===== src/rtl/alu_control_md.sv =====
// ALU control with ALUOp/funct decode and an iterative multiply/divide sequencer owning HI/LO.
// Define MULDIV_EN to build the sequencer; without it the muldiv/mf functs decode as illegal.
module alu_control_md #(
    parameter int WIDTH = 32,
    parameter int CNT_W = 6
) (
    input  logic             clk,
    input  logic             rst_n,
    input  logic             instr_valid,
    input  logic [2:0]       ALUOp,
    input  logic [5:0]       funct,
    input  logic [WIDTH-1:0] op_a,
    input  logic [WIDTH-1:0] op_b,
    output logic [3:0]       operation,
    output logic             Jr,
    output logic             illegal_op,
    output logic             stall,
    output logic             md_busy,
    output logic             md_done,
    output logic [WIDTH-1:0] hi,
    output logic [WIDTH-1:0] lo,
    output logic [WIDTH-1:0] mf_result
);

    localparam logic [5:0] F_ADD   = 6'b100000;
    localparam logic [5:0] F_SUB   = 6'b100010;
    localparam logic [5:0] F_AND   = 6'b100100;
    localparam logic [5:0] F_OR    = 6'b100101;
    localparam logic [5:0] F_XOR   = 6'b100110;
    localparam logic [5:0] F_NOR   = 6'b100111;
    localparam logic [5:0] F_SLT   = 6'b101010;
    localparam logic [5:0] F_SLTU  = 6'b101011;
    localparam logic [5:0] F_SLL   = 6'b000000;
    localparam logic [5:0] F_SRL   = 6'b000010;
    localparam logic [5:0] F_SRA   = 6'b000011;
    localparam logic [5:0] F_JR    = 6'b001000;
    localparam logic [5:0] F_MULT  = 6'b011000;
    localparam logic [5:0] F_MULTU = 6'b011001;
    localparam logic [5:0] F_DIV   = 6'b011010;
    localparam logic [5:0] F_DIVU  = 6'b011011;
    localparam logic [5:0] F_MFHI  = 6'b010000;
    localparam logic [5:0] F_MFLO  = 6'b010010;

`ifdef MULDIV_EN
    localparam logic MD_ILLEGAL = 1'b0;
`else
    localparam logic MD_ILLEGAL = 1'b1;
`endif

    function automatic logic is_muldiv_f(input logic [5:0] f);
        logic r;
        case (f)
            F_MULT, F_MULTU, F_DIV, F_DIVU: r = 1'b1;
            default:                        r = 1'b0;
        endcase
        return r;
    endfunction

    // ALUOp / funct decode into operation code, Jr and illegal flag
    always_comb begin
        operation  = 4'b0010;
        Jr         = 1'b0;
        illegal_op = 1'b0;
        case (ALUOp)
            3'b000: operation = 4'b0010;
            3'b001: operation = 4'b0110;
            3'b100: operation = 4'b0000;
            3'b101: operation = 4'b0001;
            3'b110: operation = 4'b1100;
            3'b111: operation = 4'b0111;
            3'b011: operation = 4'b1000;
            3'b010: begin
                case (funct)
                    F_ADD:  operation = 4'b0010;
                    F_SUB:  operation = 4'b0110;
                    F_AND:  operation = 4'b0000;
                    F_OR:   operation = 4'b0001;
                    F_XOR:  operation = 4'b1100;
                    F_NOR:  operation = 4'b1011;
                    F_SLT:  operation = 4'b0111;
                    F_SLTU: operation = 4'b1000;
                    F_SLL:  operation = 4'b0101;
                    F_SRL:  operation = 4'b0100;
                    F_SRA:  operation = 4'b0011;
                    F_JR: begin
                        operation = 4'b0010;
                        Jr        = 1'b1;
                    end
                    F_MULT, F_MULTU, F_DIV, F_DIVU, F_MFHI, F_MFLO: begin
                        operation  = 4'b0010;
                        illegal_op = MD_ILLEGAL;
                    end
                    default: begin
                        operation  = 4'b0010;
                        illegal_op = 1'b1;
                    end
                endcase
            end
            default: operation = 4'b0010;
        endcase
    end

`ifdef MULDIV_EN
    typedef enum logic [1:0] {
        ST_IDLE = 2'b00,
        ST_RUN  = 2'b01,
        ST_FIX  = 2'b10
    } md_state_e;

    localparam logic [CNT_W-1:0] LAST_CNT = CNT_W'(WIDTH - 1);

    md_state_e          state_r, state_s;
    logic [CNT_W-1:0]   cnt_r, cnt_s;
    logic [WIDTH-1:0]   acc_r, acc_s, mq_r, mq_s, mcand_r, mcand_s;
    logic [WIDTH-1:0]   hi_r, hi_s, lo_r, lo_s;
    logic               is_div_r, is_div_s, neg_q_r, neg_q_s, neg_r_r, neg_r_s;
    logic               div0_r, div0_s, md_done_r, md_done_s;
    logic               is_mf_s, req_md_s, accept_s, signed_op_s, sign_a_s, sign_b_s;
    logic [WIDTH:0]     add_s, rem_sh_s, diff_s;
    logic [2*WIDTH-1:0] prod_s;

    assign is_mf_s  = (funct == F_MFHI) || (funct == F_MFLO);
    assign req_md_s = instr_valid && (ALUOp == 3'b010) && is_muldiv_f(funct);
    assign md_busy  = (state_r != ST_IDLE);
    assign stall    = md_busy && instr_valid && (ALUOp == 3'b010) && (is_muldiv_f(funct) || is_mf_s);
    assign accept_s = (state_r == ST_IDLE) && req_md_s && !stall;

    assign signed_op_s = (funct == F_MULT) || (funct == F_DIV);
    assign sign_a_s    = signed_op_s & op_a[WIDTH-1];
    assign sign_b_s    = signed_op_s & op_b[WIDTH-1];

    // Shift-add multiplies the low register; restoring divide shifts the dividend into the remainder
    assign add_s    = {1'b0, acc_r} + (mq_r[0] ? {1'b0, mcand_r} : {(WIDTH+1){1'b0}});
    assign rem_sh_s = {acc_r, mq_r[WIDTH-1]};
    assign diff_s   = rem_sh_s - {1'b0, mcand_r};
    assign prod_s   = {acc_r, mq_r};

    // Sequencer next-state and datapath
    always_comb begin
        state_s   = state_r;
        cnt_s     = cnt_r;
        acc_s     = acc_r;
        mq_s      = mq_r;
        mcand_s   = mcand_r;
        hi_s      = hi_r;
        lo_s      = lo_r;
        is_div_s  = is_div_r;
        neg_q_s   = neg_q_r;
        neg_r_s   = neg_r_r;
        div0_s    = div0_r;
        md_done_s = 1'b0;
        case (state_r)
            ST_IDLE: begin
                if (accept_s) begin
                    state_s  = ST_RUN;
                    cnt_s    = {CNT_W{1'b0}};
                    acc_s    = {WIDTH{1'b0}};
                    is_div_s = funct[1];
                    mq_s     = sign_a_s ? -op_a : op_a;
                    mcand_s  = sign_b_s ? -op_b : op_b;
                    neg_q_s  = sign_a_s ^ sign_b_s;
                    neg_r_s  = sign_a_s;
                    div0_s   = funct[1] && (op_b == {WIDTH{1'b0}});
                end else begin
                    state_s = ST_IDLE;
                end
            end
            ST_RUN: begin
                if (is_div_r) begin
                    if (!diff_s[WIDTH]) begin
                        acc_s = diff_s[WIDTH-1:0];
                        mq_s  = {mq_r[WIDTH-2:0], 1'b1};
                    end else begin
                        acc_s = rem_sh_s[WIDTH-1:0];
                        mq_s  = {mq_r[WIDTH-2:0], 1'b0};
                    end
                end else begin
                    acc_s = add_s[WIDTH:1];
                    mq_s  = {add_s[0], mq_r[WIDTH-1:1]};
                end
                cnt_s = cnt_r + CNT_W'(1);
                if (cnt_r == LAST_CNT) begin
                    state_s = ST_FIX;
                end else begin
                    state_s = ST_RUN;
                end
            end
            ST_FIX: begin
                state_s   = ST_IDLE;
                md_done_s = 1'b1;
                // Divide by zero keeps the raw all-ones quotient and unsigned dividend
                if (is_div_r) begin
                    lo_s = (neg_q_r && !div0_r) ? -mq_r : mq_r;
                    hi_s = (neg_r_r && !div0_r) ? -acc_r : acc_r;
                end else begin
                    {hi_s, lo_s} = neg_q_r ? -prod_s : prod_s;
                end
            end
            default: state_s = ST_IDLE;
        endcase
    end

    // Sequencer and HI/LO state registers
    always_ff @(posedge clk or negedge rst_n) begin
        if (!rst_n) begin
            state_r   <= ST_IDLE;
            cnt_r     <= {CNT_W{1'b0}};
            acc_r     <= {WIDTH{1'b0}};
            mq_r      <= {WIDTH{1'b0}};
            mcand_r   <= {WIDTH{1'b0}};
            hi_r      <= {WIDTH{1'b0}};
            lo_r      <= {WIDTH{1'b0}};
            is_div_r  <= 1'b0;
            neg_q_r   <= 1'b0;
            neg_r_r   <= 1'b0;
            div0_r    <= 1'b0;
            md_done_r <= 1'b0;
        end else begin
            state_r   <= state_s;
            cnt_r     <= cnt_s;
            acc_r     <= acc_s;
            mq_r      <= mq_s;
            mcand_r   <= mcand_s;
            hi_r      <= hi_s;
            lo_r      <= lo_s;
            is_div_r  <= is_div_s;
            neg_q_r   <= neg_q_s;
            neg_r_r   <= neg_r_s;
            div0_r    <= div0_s;
            md_done_r <= md_done_s;
        end
    end

    assign md_done = md_done_r;
    assign hi      = hi_r;
    assign lo      = lo_r;

    // mfhi/mflo writeback select
    always_comb begin
        mf_result = {WIDTH{1'b0}};
        if (funct == F_MFHI) begin
            mf_result = hi_r;
        end else if (funct == F_MFLO) begin
            mf_result = lo_r;
        end else begin
            mf_result = {WIDTH{1'b0}};
        end
    end
`else
    logic unused_s;

    assign unused_s  = ^{clk, rst_n, instr_valid, op_a, op_b};
    assign stall     = 1'b0;
    assign md_busy   = 1'b0;
    assign md_done   = 1'b0;
    assign hi        = {WIDTH{1'b0}};
    assign lo        = {WIDTH{1'b0}};
    assign mf_result = {WIDTH{1'b0}};
`endif

endmodule


===== config.mk =====
export PLATFORM = sky130hd
export DESIGN_NAME = alu_control_md
export DESIGN_NICKNAME = d
export VERILOG_FILES = /design/src/rtl/alu_control_md.sv
export SDC_FILE = /design/constraint.sdc
export NUM_CORES = 1
export LEC_CHECK = 0
export CORE_AREA = 2 2 70 72
export DETAILED_ROUTE_END_ITERATION = 8
export DIE_AREA = 0 0 72 74
export PLACE_DENSITY_LB_ADDON = 0.08
export RECOVER_POWER = 100
export SYNTH_ARGS = -nofsm -noshare
export SYNTH_HDL_FRONTEND = slang
export SYNTH_SLANG_ARGS = --single-unit

===== constraint.sdc =====
create_clock -name vclk -period 1.9
set_clock_uncertainty 0.05 [all_clocks]
set_input_delay 0.38 -clock vclk [all_inputs]
set_output_delay 0.38 -clock vclk [all_outputs]
set_load 0.02 [all_outputs]

==> summary.txt <==
Total GRT Usage: 0.0581
Starting Density: 0.239
Setup Crit Path Kind: input port to output port
cell taking the most area after synthesis: buf_4
failing checks: negative setup slack
max-slew violations: 0
Post-DP Area: 1010 um^2
vias: 762
largest net degree at the start of global routing: 9
drt pass-1 iters: 4
post-route cell area: 1140 um^2
Maximum Capacitance Violations: 0
library cells used by synthesis: 30
layout sequential cell count: 0
post-route antenna net violation count: 0
Arr. time, crit path: 1490 ps
fraction of layout cells with a size suffix above 1: 0.269
Fmax: 0.521 GHz
initial antenna violation count: 0
antenna cells: 0
Power Density: 300 nW/um^2
Avg Cell Area, Syn: 7.22 um^2
cell area after synthesis: 1100 um^2
final WL: 2040 um
RSZ-0062 raised after global routing: yes
Hold Crit Class: input port to output port
Final Hold Viols: 0
Routed WL per cell: 8.62 um
core area: 4600 um^2
top post-synthesis cells by area: buf_4 (69%), nand2_1 (3.1%), buf_6 (3.1%)
Synth top area share: 0.691
die width: 72 um
hold endpoint: operation[0]
worst hold start: funct[4]
maximum vdd drop: 77.2 uV
Leakage: 0.000635 uW
PnR worst setup slack: -20.6 ps
Startpoint Class: input port
final net count: 260
total congestion overflow: 0
DR iter-0 viols: 5
Yosys warning total: 0
status: finished with violations
Placer Congestion: 0.745
die area: 5330 um^2
Final setup viols: 1
final core utilization: 0.247
FF/Latch Area: 0 um^2
die height: 74 um
Final Cycle Share: 1.01
setup_tns: -20.6 ps
most common cell in the netlist: buf_4
sequential fraction of the synthesis area: 0
io pins: 181
Synth Instances: 152
first-pass GRT wire length: 2570 um
CP endpoint kind: output port
Detailed Place HPWL: 1580 um
Critical Path RT: 1470 ps
vias in the first global route: 568
I/O Buffers: 15
DRC: 0
min Tclk post-route: 1920 ps
most instantiated cells after synthesis: buf_4 (101), nand2_1 (9), nor2_1 (4)
overall power: 341 uW
synthesis-to-finish area growth: 3.65%
hold buffer count at CTS: 0
Layout clock buffers: 0
# rows: 25
crit-path max FO: 7
DR vias/cell: 3.23
Hold Path Stages: 4
cell families after synthesis:
group                  share of synthesized area
AND/OR/NAND/NOR                            0.124
AO/OA/AOI/OAI                              0.131
other                                    0.00342
buffers and inverters                      0.725
XOR/XNOR                                  0.0160
per-stage QoR:
step                      hold WS (ps)  std cells  setup slack [ps]
after detailed placement          1900        231              -917
after CTS                         1220        236             -9.39
after floorplan                    824        250              31.5
final                             1220        236             -20.6
after global placement            1910        231              -925
after global routing              1260        236             -55.0
per-layer routing:
layer | global-route usage | up-vias | routed length (um) | part of all wire
met1 | 0.0738 | 344 | 735 | 0.36
met2 | 0.109 | 57 | 1080 | 0.53
met5 | 0 | - | 0 | 0
met3 | 0.00813 | 0 | 216 | 0.11
li1 | - | 361 | - | -
met4 | 0.00419 | 0 | 0 | 0
worst max path at each step:
stage                   from  depth (start not counted)  slack [ps]      endpoint
floorplan           funct[0]                          3          30            Jr
global route        funct[1]                          7         -50  operation[0]
detailed placement  funct[5]                          7        -920  operation[2]
global placement    funct[5]                          7        -930  operation[2]
CTS                 funct[3]                          7          -9    illegal_op
finish              funct[2]                          7         -20    illegal_op
critical path: stages:
cell and delay (ps):
buf_8 100, buf_6 120, buf_6 120, nand2_4 70, o22ai_1 110, a2111oi_4 380
buf_4 200
repair_timing:
item / 4_1_cts / 5_1_grt
setup buffers: 4 / 0
gates cloned: 1 / 0
setup endpoints to repair: 6 / 4
pin swaps: 10 / 6
gates resized for setup: 88 / 8
cells in the final DEF (no fill, tap or decap), types with 3 or more instances in the layout:
cell / count
dlygate4sd2_1: 3
buf_2: 4
buf_4: 14
buf_6: 11
nor2_1: 3
nand2_1: 7
conb_1: 99
a31oi_1: 3
layout make-up:
class,count,area [um^2]
Timing Repair Buffer,36,315
Inverter,1,3.75
Multi-Input combinational cell,145,751
Fill cell,550,3460
Tap cell,54,67.6
report_power, final:
part           switching (uW)  internal, uW
Combinational             255          86.1
Sequential                  0             0
Clock                       0             0
Power figures use the tool's default switching activity.
